[config.mk]
export PLATFORM = sky130hd
export DESIGN_NAME = game_tick_scheduler
export DESIGN_NICKNAME = d
export VERILOG_FILES = /design/src/rtl/game_tick_scheduler.sv
export SDC_FILE = /design/constraint.sdc
export NUM_CORES = 1
export LEC_CHECK = 0
export BUFFER_PORTS_ARGS = -buffer_cell sky130_fd_sc_hd__buf_2
export CAP_MARGIN = 20
export CORE_UTILIZATION = 60
export DETAILED_ROUTE_END_ITERATION = 8
export PLACE_DENSITY = 0.81
export SLEW_MARGIN = 0
export SYNTH_ARGS = -nofsm -noshare
export SYNTH_HDL_FRONTEND = slang
export SYNTH_SLANG_ARGS = --single-unit
export TNS_END_PERCENT = 50
[constraint.sdc]
create_clock -name clk -period 5.7 [get_ports clk]
set_input_delay 1.14 -clock clk [delete_from_list [all_inputs] [get_ports clk]]
set_output_delay 1.14 -clock clk [all_outputs]
set_load 0.01 [all_outputs]
[src/rtl/game_tick_scheduler.sv]
// rtl/game_tick_scheduler.sv - PONG speed scheduler: prescaled ball/paddle/button enable strobes with level loading.
// Optional GTS_SPEED_RAMP_EN: ball_div shrinks by 1 every RAMP_STEP ball ticks in RUN, down to MIN_DIV.
module game_tick_scheduler #(
  parameter int PRESCALE  = 1024,
  parameter int MIN_DIV   = 16,
  parameter int RAMP_STEP = 16
) (
  input  logic       clk,
  input  logic       reset_n,
  input  logic [3:0] level,
  input  logic       level_req,
  output logic       level_ack,
  input  logic       run,
  output logic       ball_tick,
  output logic       paddle_tick,
  output logic       button_tick,
  output logic [7:0] ball_div,
  output logic [1:0] state
);

  localparam int PW = $clog2(PRESCALE);

  typedef enum logic [1:0] {
    S_IDLE  = 2'd0,
    S_RUN   = 2'd1,
    S_PAUSE = 2'd2,
    S_LOAD  = 2'd3
  } state_t;

  state_t         st, st_nxt, saved_st;
  logic [PW-1:0]  pcnt;
  logic           base;
  logic [7:0]     ball_cnt, pad_cnt, paddle_div;
  logic           pend;
  logic [3:0]     pend_lvl;

  // {ball_div, paddle_div} per level; unlisted levels fall back to level 1
  function automatic logic [15:0] level_divs(input logic [3:0] lvl);
    case (lvl)
      4'd2:    level_divs = {8'd64, 8'd32};
      4'd3:    level_divs = {8'd60, 8'd30};
      4'd4:    level_divs = {8'd50, 8'd25};
      4'd5:    level_divs = {8'd40, 8'd20};
      default: level_divs = {8'd128, 8'd128};
    endcase
  endfunction

  assign base      = (pcnt == PW'(PRESCALE - 1));
  assign level_ack = (st == S_LOAD);
  assign state     = st;

`ifdef GTS_SPEED_RAMP_EN
  logic [7:0] ramp_cnt;
`else
  logic unused_ramp_cfg;
  assign unused_ramp_cfg = ^{8'(MIN_DIV), 8'(RAMP_STEP)};
`endif

  always_ff @(posedge clk) begin
    if (!reset_n) st <= S_IDLE;
    else          st <= st_nxt;
  end

  // In RUN a pending level waits for a ball period boundary so the ball never jumps mid-period
  always_comb begin
    st_nxt = st;
    case (st)
      S_IDLE:  if (pend || level_req) st_nxt = S_LOAD;
               else if (run)          st_nxt = S_RUN;
      S_RUN:   if (ball_tick && pend) st_nxt = S_LOAD;
               else if (!run)         st_nxt = S_PAUSE;
      S_PAUSE: if (pend || level_req) st_nxt = S_LOAD;
               else if (run)          st_nxt = S_RUN;
      S_LOAD:  if (saved_st == S_IDLE) st_nxt = S_IDLE;
               else                    st_nxt = run ? S_RUN : S_PAUSE;
      default: st_nxt = S_IDLE;
    endcase
  end

  always_ff @(posedge clk) begin
    if (!reset_n) begin
      pcnt        <= '0;
      button_tick <= 1'b0;
      ball_tick   <= 1'b0;
      paddle_tick <= 1'b0;
      ball_cnt    <= 8'd0;
      pad_cnt     <= 8'd0;
      ball_div    <= 8'd128;
      paddle_div  <= 8'd128;
      pend        <= 1'b0;
      pend_lvl    <= 4'd0;
      saved_st    <= S_IDLE;
`ifdef GTS_SPEED_RAMP_EN
      ramp_cnt    <= 8'd0;
`endif
    end else begin
      pcnt        <= base ? '0 : pcnt + PW'(1);
      button_tick <= base;
      ball_tick   <= 1'b0;
      paddle_tick <= 1'b0;

      if (st == S_LOAD) begin
        {ball_div, paddle_div} <= level_divs(pend_lvl);
        ball_cnt <= 8'd0;
        pad_cnt  <= 8'd0;
        pend     <= 1'b0;
`ifdef GTS_SPEED_RAMP_EN
        ramp_cnt <= 8'd0;
`endif
      end else if (st == S_RUN && base) begin
        if (ball_cnt == ball_div - 8'd1) begin
          ball_cnt  <= 8'd0;
          ball_tick <= 1'b1;
`ifdef GTS_SPEED_RAMP_EN
          if (ramp_cnt == 8'(RAMP_STEP - 1)) begin
            ramp_cnt <= 8'd0;
            if (ball_div > 8'(MIN_DIV)) ball_div <= ball_div - 8'd1;
          end else begin
            ramp_cnt <= ramp_cnt + 8'd1;
          end
`endif
        end else begin
          ball_cnt <= ball_cnt + 8'd1;
        end
        if (pad_cnt == paddle_div - 8'd1) begin
          pad_cnt     <= 8'd0;
          paddle_tick <= 1'b1;
        end else begin
          pad_cnt <= pad_cnt + 8'd1;
        end
      end

      // A request in the LOAD cycle survives the clear and is applied next time
      if (level_req) begin
        pend     <= 1'b1;
        pend_lvl <= level;
      end
      if (st_nxt == S_LOAD && st != S_LOAD) saved_st <= st;
    end
  end

endmodule

==> out/qor.yml <==
run_status:
  status: "completed"
synth:
  synth.area.mux_share: 0.0297
  ys_seq_elements: 45
  synth-edff-count: 0
  synth_cell_types: 46
  yosysWarnings: 0
  syn_nets: 280
  synth-xor-area-share: 0.132
  seq_area_frac_synth: 0.381
  synth-main-ff-cell: "dfxtp_1"
  synth-compound-area-share: 0.117
  synth-simple-area-share: 0.266
  synth_fa_ha_area_frac: 0.0254
  async_flop_share: 0
  synth_cells: 268
  netlist_area_um2: 2360
  syn_avg_cell_area_um2: 8.81
  synth_top_family_by_area: "simple AND/OR/NAND/NOR gates"
setup_path:
  critPathCaptureType: "primary output"
  crit_chain: "nand2_1 -> inv_1 -> buf_2"
  crit_required_ns: 4.56
  crit_type: "reg -> out"
  worst_path_max_delay_cell: "dfxtp_1"
  critPathMaxFanout: 13
  cp.arrival_ns: 1.46
  slowest_delay_ns: 0.47
  crit_start: "state[0]$_SDFF_PN0_"
  cp_top_family: "flip-flops"
  worstReg2RegStart: "paddle_div[0]$_SDFFE_PN0P_"
  path_buf_inv: 2
  start_kind: "register"
power_and_ir_drop:
  leakagePower_nw: 1.02
  p_per_area_nw_per_um2: 228
  irDropWorstVdd_v: 0.000141
placed_design:
  io_buffers: 20
  detailed_place_hpwl_mm: 3.25
  routabilityCongestion: 0.852
routing:
  top_layer_used: "met4"
  routed_via_density: 5.80
  wl_met2_mm: 2.11
  totalWireLength_mm: 4.50
  drt_first_pass_iters: 4
  drc_errors: 0
  met1_length_mm: 2.11
  vias: 1919
  drt_iter0_markers: 96
  wl_met3_um: 213
  post_drt_wl_per_cell_um: 13.6
  ant_nets: 0
sta:
  period_minus_slack_ns: 2.60
  setup-violations-final: 0
  period_share: 0.457
  rsz0062_at_grt: "false"
  slew_headroom: 0.345
  final_hold_viol_count: 0
  holdWs_ns: 0.473
  tightest_slew_ns: 0.970
  clock-skew-final_ns: 0.00825
  max_freq_mhz: 384
  slew_viol_final: 0
  tns_ns: 0
clocking:
  cts_buffers: 5
  h-tree-depth: 2
  cts_setup_buffers: 0
  clock_latency_ns: 0.30
  cts_tree: "built"
  clock-sinks: 45
  cts_max_path_buffers: 2
  cts_hold_buf: 0
  clk_pin_slew_ns: 0.08
  cts_resized: 0
  cts_root_buffer: "clkbuf_8"
global_routing:
  grt_max_degree: 24
  grt_overflow: 0
  antenna_found_initial: 0
  grt_pass1_vias: 1821
  grt_pass1_wl_mm: 8.09
  track_usage: 0.250
cells_and_area:
  final_layout_size_suffix_gt1_frac: 0.127
  fill_cells: 314
  syn2layout_area_growth_pct: 7.95
  diodes: 0
  nNetsFinal: 294
min_path:
  min_from: "pcnt[0]$_SDFF_PP0_"
  hold_class: "reg -> reg"
floorplan:
  die-area_um2: 4190
  boundaryPins: 22
  dieWidth_um: 64.7
  initial_core_util: 0.636
  row_count: 22
  die_y_um: 64.7
  core_um2: 3720
job:
  maxCapViolCount: 0
-- Yosys cell counts, drive strengths merged, types with 2 or more instances --
master / number / share of area
dfxtp: 45 / 0.38
clkbuf: 11 / 0.017
and3: 4 / 0.011
and2: 4 / 0.011
nand2b: 4 / 0.011
nand2: 17 / 0.027
ha: 4 / 0.021
nor2b: 11 / 0.029
nand3: 10 / 0.021
o21ai: 15 / 0.032
a22oi: 2 / 0.0064
and4: 3 / 0.011
mux2i: 7 / 0.030
or3: 3 / 0.0079
a21boi: 4 / 0.013
o31ai: 3 / 0.0095
nor3b: 2 / 0.0064
nor3: 19 / 0.040
xor2: 19 / 0.070
nor2: 16 / 0.025
a21oi: 6 / 0.013
buf: 4 / 0.015
nand4: 6 / 0.016
nor4: 4 / 0.023
inv: 9 / 0.014
o211ai: 3 / 0.0095
xnor2: 14 / 0.052
nor4b: 4 / 0.015
-- cell usage in the layout, fill, tap and decap left out, drive strengths merged, types with 2 or more instances in the layout --
| cell | n |
|---|---|
| nor2 | 16 |
| or3 | 3 |
| nor3 | 19 |
| nor3b | 2 |
| nand2b | 4 |
| clkinv | 2 |
| ha | 4 |
| nor4 | 4 |
| mux2i | 7 |
| and2 | 4 |
| o31ai | 3 |
| o211ai | 3 |
| nand2 | 17 |
| inv | 9 |
| buf | 22 |
| nor2b | 11 |
| nand3 | 10 |
| and4 | 3 |
| xnor2 | 14 |
| a22oi | 2 |
| and3 | 4 |
| xor2 | 19 |
| o21ai | 15 |
| nand4 | 6 |
| a21oi | 6 |
| clkbuf | 6 |
| dfxtp | 45 |
| a21boi | 4 |
| nor4b | 4 |
-- path summary, 6_finish.rpt --
| path | endpoint | slack, ns | depth (start not counted) |
|---|---|---|---|
| worst max-delay path | level_ack | 3.10 | 3 |
| worst min-delay path | pcnt[0]$_SDFF_PP0_ | 0.47 | 1 |
| worst max register to register | ball_cnt[7]$_SDFFE_PP0N_ | 3.34 | 7 |
| worst min register to register | pcnt[0]$_SDFF_PP0_ | 0.47 | 1 |
-- cell type report --
class,instances,area (µm²),share of cell area
inverter,9,33.8,0.0132
tap,48,60.1,0.0236
clock inverter,2,10.0,0.00393
multi-input combinational,199,1360,0.532
sequential,45,901,0.353
clock buffer,6,72.6,0.0285
timing repair buffer,22,115,0.0451
-- cells by family after synthesis --
kind of cell    Yosys count
simple gates            110
flops                    45
compound gates           42
xor+xnor                 34
buf+inv                  24
mux                       7
fa+ha+maj                 5
other cells               1
-- layer usage --
metal / track usage / vias up
met5: 0 / -
met4: 0.0917 / 0
met3: 0.0440 / 8
met2: 0.417 / 44
met1: 0.319 / 896
li1: - / 971
-- flip-flops by register name, summed over array words and instances, names as in the netlist, 2 cells and up --
register    cells
state           2
pend_lvl        4
pcnt           10
paddle_div      7
saved_st        2
pad_cnt         8
ball_cnt        8
-- stage by stage --
stage,area [µm²],std cells,power [mW],setup WS (ns),util
after floorplan,2360,268,0.382,3.62,-
after global placement,2470,323,0.396,3.46,0.664
after detailed placement,2470,323,0.399,3.36,0.664
after CTS,2550,331,0.582,3.12,0.686
after global routing,2550,331,0.605,2.98,0.686
final,2550,331,0.580,3.10,0.686
-- report_power, final --
part	internal, mW	switching (mW)
combinational	0.0253	0.0321
clock	0.0850	0.104
sequential	0.322	0.0120
total	0.433	0.148
Power figures use the tool's default switching activity.
